===== config.mk =====
export PLATFORM = sky130hd
export DESIGN_NAME = inst_fetch
export DESIGN_NICKNAME = d
export VERILOG_FILES = /design/src/rtl/inst_fetch.sv
export SDC_FILE = /design/constraint.sdc
export NUM_CORES = 1
export LEC_CHECK = 0
export CAP_MARGIN = 10
export CORE_AREA = 3 3 162 164
export CTS_CLUSTER_SIZE = 25
export DETAILED_ROUTE_END_ITERATION = 7
export DIE_AREA = 0 0 165 167
export PLACE_DENSITY = 0.76
export SYNTH_ARGS = -nofsm -noshare
export SYNTH_HDL_FRONTEND = slang
export SYNTH_SLANG_ARGS = --single-unit
export TNS_END_PERCENT = 30

===== constraint.sdc =====
create_clock -name i_clk -period 6.1 [get_ports i_clk]
set_clock_uncertainty 0.2 [all_clocks]
set_input_delay 0.61 -clock i_clk [delete_from_list [all_inputs] [get_ports i_clk]]
set_output_delay 0.61 -clock i_clk [all_outputs]
set_load 0.005 [all_outputs]

===== src/rtl/inst_fetch.sv =====
// -----------------------------------------------------------------------------
// inst_fetch
//   In-order instruction fetch unit. Issues word-address requests to an
//   instruction memory, collects the in-order responses into a small queue and
//   presents the queue head, with its PC, to a consumer. A branch/jump
//   redirect flushes the queue, restarts fetching at the new PC and marks every
//   still-outstanding request so that its response is thrown away.
//
// Parameters
//   IW       instruction width
//   AW       PC width (word address)
//   DEPTH    queue entries (power of 2, >= 2)
//   RESET_PC PC after reset
//
// Ports
//   i_clk, i_rst_n                     clock, async active-low reset
//   i_start                            one-cycle pulse, IDLE -> RUN
//   o_imem_req/o_imem_addr/i_imem_gnt  request channel
//   i_imem_rvalid/i_imem_rdata         in-order response channel
//   i_redirect/i_redirect_pc           taken branch/jump
//   o_inst_valid/o_inst_data/o_inst_pc queue head
//   i_inst_ready                       consumer pops the head
//   o_busy                             requests outstanding
// -----------------------------------------------------------------------------
module inst_fetch #(
   parameter int unsigned   IW       = 32,
   parameter int unsigned   AW       = 32,
   parameter int unsigned   DEPTH    = 4,
   parameter logic [AW-1:0] RESET_PC = '0
) (
   input  logic          i_clk,
   input  logic          i_rst_n,
   input  logic          i_start,
   output logic          o_imem_req,
   output logic [AW-1:0] o_imem_addr,
   input  logic          i_imem_gnt,
   input  logic          i_imem_rvalid,
   input  logic [IW-1:0] i_imem_rdata,
   input  logic          i_redirect,
   input  logic [AW-1:0] i_redirect_pc,
   output logic          o_inst_valid,
   output logic [IW-1:0] o_inst_data,
   output logic [AW-1:0] o_inst_pc,
   input  logic          i_inst_ready,
   output logic          o_busy
);

   localparam int unsigned PW = $clog2(DEPTH);
   // Counters must reach DEPTH itself, hence one extra bit.
   localparam int unsigned CW = PW + 1;

   typedef enum logic {S_IDLE, S_RUN} state_t;

   state_t        r_state, w_state_nxt;
   logic [AW-1:0] r_fpc;          // next address to request
   logic [AW-1:0] r_rpc;          // PC of the next kept response
   logic [CW-1:0] r_inflight;     // granted, response not yet returned
   logic [CW-1:0] r_drop;         // outstanding responses to discard
   logic [PW:0]   r_wptr, r_rptr; // queue pointers with wrap bit

   logic [IW-1:0] r_qdata [DEPTH];
   logic [AW-1:0] r_qpc   [DEPTH];

   logic [PW:0]   w_occ;
   logic [CW:0]   w_load;
   logic          w_credit_ok;
   logic          w_full;
   logic          w_gnt;
   logic          w_dropping;
   logic          w_push;
   logic          w_pop;
   logic [CW-1:0] w_inflight_nxt;

   // --------------------------------------------------------------------------
   // Credit: every granted request owns a queue slot until it is popped (or
   // flushed), so queue occupancy plus outstanding requests never exceeds
   // DEPTH. Requests destined to be dropped still hold credit until their
   // response returns, which keeps the count simple and safe.
   // --------------------------------------------------------------------------
   assign w_occ       = r_wptr - r_rptr;
   assign w_load      = {1'b0, w_occ} + {1'b0, r_inflight};
   assign w_credit_ok = (w_load < (CW+1)'(DEPTH));
   assign w_full      = (w_occ == CW'(DEPTH));

   // --------------------------------------------------------------------------
   // FSM: next state and request output
   // --------------------------------------------------------------------------
   always_ff @(posedge i_clk or negedge i_rst_n) begin
      if (!i_rst_n) r_state <= S_IDLE;
      else          r_state <= w_state_nxt;
   end

   always_comb begin
      w_state_nxt = r_state;
      o_imem_req  = 1'b0;
      case (r_state)
         S_IDLE: begin
            if (i_start) w_state_nxt = S_RUN;
         end
         S_RUN: begin
            // The credit term can only shrink via a grant, so once raised the
            // request holds (with a stable address) until granted or redirected.
            o_imem_req = !i_redirect && w_credit_ok;
         end
         default: w_state_nxt = S_IDLE;
      endcase
   end

   assign o_imem_addr = r_fpc;

   // --------------------------------------------------------------------------
   // Datapath control
   // --------------------------------------------------------------------------
   assign w_gnt          = o_imem_req && i_imem_gnt;
   assign w_dropping     = i_imem_rvalid && (r_drop != '0);
   // A redirect flushes the queue, so neither a response nor a pop in the same
   // cycle may touch it.
   assign w_push         = i_imem_rvalid && !w_dropping && !i_redirect;
   assign w_pop          = o_inst_valid && i_inst_ready && !i_redirect;
   assign w_inflight_nxt = r_inflight + CW'(w_gnt) - CW'(i_imem_rvalid);

   always_ff @(posedge i_clk or negedge i_rst_n) begin
      if (!i_rst_n) begin
         r_fpc      <= RESET_PC;
         r_rpc      <= RESET_PC;
         r_inflight <= '0;
         r_drop     <= '0;
         r_wptr     <= '0;
         r_rptr     <= '0;
      end else begin
         r_inflight <= w_inflight_nxt;
         if (i_redirect) begin
            r_fpc  <= i_redirect_pc;
            r_rpc  <= i_redirect_pc;
            // Every request still outstanding after this cycle (older drops
            // included) belongs to the abandoned path.
            r_drop <= w_inflight_nxt;
            r_wptr <= '0;
            r_rptr <= '0;
         end else begin
            if (w_gnt)      r_fpc  <= r_fpc + AW'(1);
            if (w_dropping) r_drop <= r_drop - CW'(1);
            if (w_push) begin
               r_wptr <= r_wptr + (PW+1)'(1);
               r_rpc  <= r_rpc + AW'(1);
            end
            if (w_pop)      r_rptr <= r_rptr + (PW+1)'(1);
         end
      end
   end

   // Queue storage needs no reset; validity comes from the pointers.
   always_ff @(posedge i_clk) begin
      if (w_push) begin
         r_qdata[r_wptr[PW-1:0]] <= i_imem_rdata;
         r_qpc[r_wptr[PW-1:0]]   <= r_rpc;
      end
   end

   // Head is read straight from storage: a pushed entry shows up the cycle
   // after its response, never combinationally.
   assign o_inst_valid = (r_wptr != r_rptr);
   assign o_inst_data  = r_qdata[r_rptr[PW-1:0]];
   assign o_inst_pc    = r_qpc[r_rptr[PW-1:0]];
   assign o_busy       = (r_inflight != '0);

   // --------------------------------------------------------------------------
   // Protocol checks
   // --------------------------------------------------------------------------
   a_no_overflow: assert property (@(posedge i_clk) disable iff (!i_rst_n)
      !(i_imem_rvalid && (r_drop == '0) && w_full));

   a_no_spurious_rsp: assert property (@(posedge i_clk) disable iff (!i_rst_n)
      !(i_imem_rvalid && (r_inflight == '0)));

endmodule


==> flow_summary.toml, run 1 <==
[finish]
antennaDiodeCount = 0
layout-area-overhead-vs-synth_pct = 23.7
drive_gt1_frac = 0.151
nNetsFinal = 1073
final_area_mm2 = 0.0168
fin_util = 0.671

[synth]
post_synth_edffs = 256
synth_area_per_cell_um2 = 16.9
number_of_library_cell_types_mapped_by_synthesis = 50
fraction_of_the_mapped_netlist_area_in_compound_gates = 0.0448
muxShareOfSynthArea = 0.113
mappedNetlistNets = 891
syn-cell-area_mm2 = 0.0136
ys_warn_count = 0
synth_ff_type = "edfxtp_1"
synthSimpleGateAreaFrac = 0.0734
gate_count_of_the_mapped_netlist = 803
adder_cell_area_share_of_the_yosys_netlist = 0.0168
synth_top_family_by_area = "multiplexers"
yosys_register_bits = 333
async_reset_ff_frac = 0.231
seq_area_frac_synth = 0.708
synth_xor_xnor_area_share = 0.0277

[grt]
grt_antenna_before_repair = 0
grt.total_usage = 0.216
first_global_vias = 8110
first_pass_grt_wire_length_um = 46000
overflow = 0
grt_max_degree = 78

[sta]
hold_viol = 0
finalSetupViolCount = 0
period_minus_slack_ns = 4.60
maxSlewViolCount = 0
final_min_period_over_clock_period = 0.755
fmaxAchievable_ghz = 0.217
max_slew_margin = 0.250
tns_ns = 0
rsz0062_at_grt = "no"
tightest_slew_ns = 1.12

[critical_path]
rrSetupSlack_ns = 1.50
critPathKind = "register to register"
critical_path.startpoint = "r_rptr[0]"
r2r-start = "r_rptr[0]"
worstPathRequired_ns = 6.32
crit_path_start_kind = "register"
r2r-end = "r_drop[2]"
r2r_cells = 16
timing.critical_path.to_type = "register"
worstPathArrival_ns = 4.82
crit_path_max_fanout = 25

[clock_network]
insertion_delay_ns = 0.51
cts.sinks = 333
clock_tree.root_cell = "clkbuf_16"
post-cts-setup-buffers = 0
tritoncts = "built"
cts_max_level = 2
cts.path.max_buffers = 3
cts.repair.resized = 0
numCtsBuffers = 34
cts_hold_repair.buffers = 0
clk_pin_slew_worst_paths_ns = 0.06

[power]
vdd_drop_max_mv = 0.198
power_density_mw_per_mm2 = 361
p_total_uw = 6060
p_leak_uw = 0.00566

[place]
place.port_buffers = 169
placedInstanceArea_mm2 = 0.0156
dp.final_hpwl_um = 18000
finalWeightedCongestion = 0.860

[status]
outcome = "finished, final reports clean"

[detailed_routing]
drt_wl_total_um = 28900
ant_nets = 0
route.detailed.wl_per_inst_um = 21.5
drt_pre_antenna_iters = 7
drt-vias-per-instance = 5.86
detailroute.via_count = 7849
detailedRoute.firstIterationViolations = 696
number_of_remaining_drc_errors = 0

[floorplanning]
top_level_ports = 170
die_h_um = 167
start_util = 0.542
die_w_um = 165
rows = 58
floorplan.die_area_mm2 = 0.0276
core_region_area_mm2 = 0.0250

[job]
drv_cap = 0

[min_path]
holdCritPathClass = "input pin to asynchronous set/reset pin"
## worst max path at each step
stage | end | depth (start not counted)
6_report | r_drop[2] | 16
4_1_cts | r_drop[2] | 16
5_1_grt | r_drop[2] | 16
2_1_floorplan | r_drop[2] | 18
3_5_place_dp | r_drop[2] | 16
3_3_place_gp | r_drop[2] | 16
## cell families after synthesis
logic type      after synthesis
compound gates              100
xor+xnor                     43
fa+ha+maj                    17
buf+inv                      52
flops                       333
mux                          72
simple gates                186
## critical path, cell delays in order, from the launching register on
cell and delay, ns:
dfrtp_4 0.69, ha_1 0.22, inv_1 0.05, fa_1 0.36, xor2_1 0.17, ha_1 0.29
nor4b_1 0.32, and4_2 0.58, inv_2 0.30, ha_1 0.35, inv_1 0.05, ha_1 0.12
inv_1 0.05, fa_1 0.37, xnor2_1 0.20, nand2_1 0.07, o21ai_0 0.10
## metal layers
layer	up-vias	global-route usage	part of all wire
li1	3533	-	-
met1	3979	0.316	0.44
met2	293	0.337	0.48
met3	44	0.0396	0.065
met4	0	0.0591	0.017
met5	-	0	0
## layout make-up
| type | instances | area, um^2 |
|---|---|---|
| Clock buffer | 43 | 926 |
| Clock inverter | 18 | 226 |
| Fill cell | 1677 | 8250 |
| Inverter | 17 | 63.8 |
| Multi-Input combinational cell | 418 | 3740 |
| Sequential cell | 333 | 9620 |
| Tap cell | 330 | 413 |
| Timing Repair Buffer | 181 | 1800 |
## registers in the layout, summed over array words and instances, names as in the netlist
register / count
o_imem_addr: 32
r_drop: 3
r_inflight: 3
r_qdata: 128
r_qpc: 128
r_rpc: 32
r_rptr: 3
r_state: 1
r_wptr: 3
## per-stage QoR
| step | hold slack [ns] | worst slack (ns) | instances |
|---|---|---|---|
| floorplan | 0.114 | 1.86 | 803 |
| global placement | 0.258 | 1.66 | 1279 |
| detailed placement | 0.255 | 1.53 | 1279 |
| CTS | 0.0816 | 1.49 | 1340 |
| global route | 0.122 | 1.09 | 1340 |
| finish | 0.0262 | 1.50 | 1340 |
## synth_stat cells (12+ instances only)
cell	n	area, um^2
clkbuf_1	18	67.6
nor2_1	23	86.3
edfxtp_1	256	7690
nand4_1	23	144
dfrtp_1	77	1930
nand3_1	39	195
xor2_1	32	280
mux4_2	64	1440
buf_2	12	60.1
o21ai_1	46	230
nand2_1	56	210
ha_1	15	188
and3_1	12	75.1
inv_1	16	60.1
## cells in the final DEF (no fill, tap or decap), drive strengths merged, types with 2 or more instances in the layout
cell	count
a21oi	11
a31o	5
a31oi	8
a41oi	3
and2	3
and3	12
and4	4
buf	14
bufinv	5
clkbuf	43
clkdlybuf4s50	167
clkinv	8
clkinvlp	3
dfrtp	77
edfxtp	256
fa	2
ha	15
inv	19
mux2	7
mux4	64
nand2	56
nand2b	2
nand3	40
nand3b	3
nand4	24
nor2	23
nor3	4
nor4	5
nor4b	2
o211ai	9
o21ai	52
o311ai	9
or3	4
xnor2	11
xor2	32
## power breakdown
part | switching [uW] | internal [uW] | leakage [uW]
registers | 179 | 2600 | 0.00324
logic | 491 | 673 | 0.00186
clock network | 823 | 1290 | 0.000557
total | 1490 | 4570 | 0.00566
No activity file was read; power rests on OpenSTA's default activity.
==> run 2, diff against run 1 <==
Settings changed: CORE_AREA 3 3 162 164 to 3 3 169 171, DIE_AREA 0 0 165 167 to 0 0 172 174, PLACE_DENSITY 0.76 to 0.73.
Clock period 6.1 ns to 4.2 ns, I/O delays scaled along.
==> run 2 against run 1 <==
Final area rose by 0.61%. Clock-buffer cell count up 1. Utilization is 4.6 points lower. Global-route usage decreased by 2.2 points. Setup slack got worse by 1.2 ns. Final cell count increased by 1.6%. Clock power increased by 38%. Non-clock buffer count rose by 9. Sequential power grew 44%.
==> flow_summary.toml, run 2 (same netlist as run 1, synthesis figures left out) <==
[status]
outcome = "finished, final reports clean"

[clock_network]
numCtsBuffers = 35
clk_pin_slew_worst_paths_ns = 0.06
tritoncts = "built"
post-cts-setup-buffers = 0
insertion_delay_ns = 0.50
cts.sinks = 333
cts_max_level = 2
cts.path.max_buffers = 3
clock_tree.root_cell = "clkbuf_16"

[floorplanning]
top_level_ports = 170
floorplan.die_area_mm2 = 0.0299
core_region_area_mm2 = 0.0270
start_util = 0.502
rows = 60
die_h_um = 174
die_w_um = 172

[finish]
layout.cells.most_common_list = "edfxtp_1, clkdlybuf4s50_1, dfrtp_1"
nNetsFinal = 1083
antennaDiodeCount = 0
layout-area-overhead-vs-synth_pct = 24.4
drive_gt1_frac = 0.157
layout_commonest_cell = "edfxtp_1"
stdcell_count = 1361

[detailed_routing]
route.detailed.wl_per_inst_um = 21.2
number_of_remaining_drc_errors = 0
ant_nets = 0
drt_pre_antenna_iters = 4
drt_wl_total_um = 28800
drt-vias-per-instance = 5.76
detailroute.via_count = 7834
detailedRoute.firstIterationViolations = 638

[sta]
period_minus_slack_ns = 3.88
max_slew_margin = 0.328
rsz0062_at_grt = "no"
tightest_slew_ns = 1.01
tns_ns = 0
hold_viol = 0
fmaxAchievable_ghz = 0.258
maxSlewViolCount = 0
final_min_period_over_clock_period = 0.924
finalSetupViolCount = 0

[place]
finalWeightedCongestion = 0.862
dp.final_hpwl_um = 18400
place.port_buffers = 169
count_of_placed_standard_cells_including_taps = 1298

[grt]
grt_max_degree = 78
grt.total_usage = 0.193
first_pass_grt_wire_length_um = 45100
first_global_vias = 7988
overflow = 0
grt_antenna_before_repair = 1

[critical_path]
r2r_cells = 17
critPathKind = "register to output port"
crit_path_start_kind = "register"
worstPathArrival_ns = 3.26
crit_path_max_fanout = 42
timing.critical_path.to_type = "output port"
worstPathRequired_ns = 3.58

[power]
p_leak_uw = 0.00570
power_density_mw_per_mm2 = 514
vdd_drop_max_mv = 0.262

[job]
drv_cap = 0

[min_path]
holdCritPathClass = "register to register"
holdPathStages = 1
==> run 2: cell types whose count changed in the layout (fill, tap and decap cells not counted) <==
cell | before | now
buf_12 | 2 | 7
buf_4 | 11 | 14
bufinv_16 | 5 | 2
clkinv_2 | 5 | 8
clkbuf_16 | 35 | 37
clkinv_1 | 3 | 5
inv_6 | 2 | 0
and3_2 | 4 | 3
and3_4 | 0 | 1
clkbuf_8 | 2 | 1
clkinv_4 | 0 | 1
clkinvlp_4 | 3 | 2
dlygate4sd3_1 | 0 | 1
==> run 2: worst max-delay path: stages, from the launching register on <==
cell and delay (ns):
dfrtp_4 0.40, buf_4 0.70, buf_4 0.57, mux4_2 0.59, clkdlybuf4s50_1 0.48
==> run 2: metrics by stage <==
stage / util / worst slack [ns] / hold WS, ns / total power [uW] / area, um^2
floorplan: - / 0.0989 / -0.0756 / 4960 / 13600
global placement: 0.584 / 0.587 / 0.256 / 5800 / 15800
detailed placement: 0.584 / 0.472 / 0.253 / 5840 / 15800
CTS: 0.625 / 0.193 / 0.283 / 8790 / 16900
global route: 0.625 / 0.0693 / 0.298 / 9100 / 16900
finish: 0.625 / 0.319 / 0.284 / 8690 / 16900
==> run 2: cell type report <==
cell class                      count  area (um^2)
Fill cell                        1973        10100
Sequential cell                   333         9620
Multi-Input combinational cell    418         3750
Tap cell                          341          427
Clock inverter                     18          143
Inverter                           17         63.8
Timing Repair Buffer              190         1930
Clock buffer                       44          962
==> run 2: power by group <==
group / leakage (uW) / total [uW] / switching [uW] / internal, uW
Combinational: 0.00191 / 1760 / 763 / 994
Clock: 0.000542 / 2930 / 1180 / 1750
Sequential: 0.00324 / 4010 / 222 / 3780
==> run 2: repair_timing <==
action,in CTS,in global routing
hold endpoints to repair,77,0
resized for setup,0,0
hold buffers,1,0
endpoints found under the setup margin,0,0
==> run 2: path summary, 6_finish.rpt <==
kind | start | end | slack [ns]
min reg2reg | r_state | r_state | 0.28
min in group asynchronous | i_rst_n | o_imem_addr[27] | 0.40
min | r_state | r_state | 0.28
max in group asynchronous | i_rst_n | r_rptr[0] | 2.62
max reg2reg | r_wptr[0] | r_drop[2] | 0.48
max | r_rptr[0] | o_inst_pc[11] | 0.32
==> run 2: layer usage <==
metal  part of all wire  global-route usage  vias up
li1                   -                   -     3564
met1               0.45               0.285     3952
met2               0.47               0.296      275
met3              0.069              0.0469       41
met4              0.019              0.0436        2
met5            0.00031                   0        -
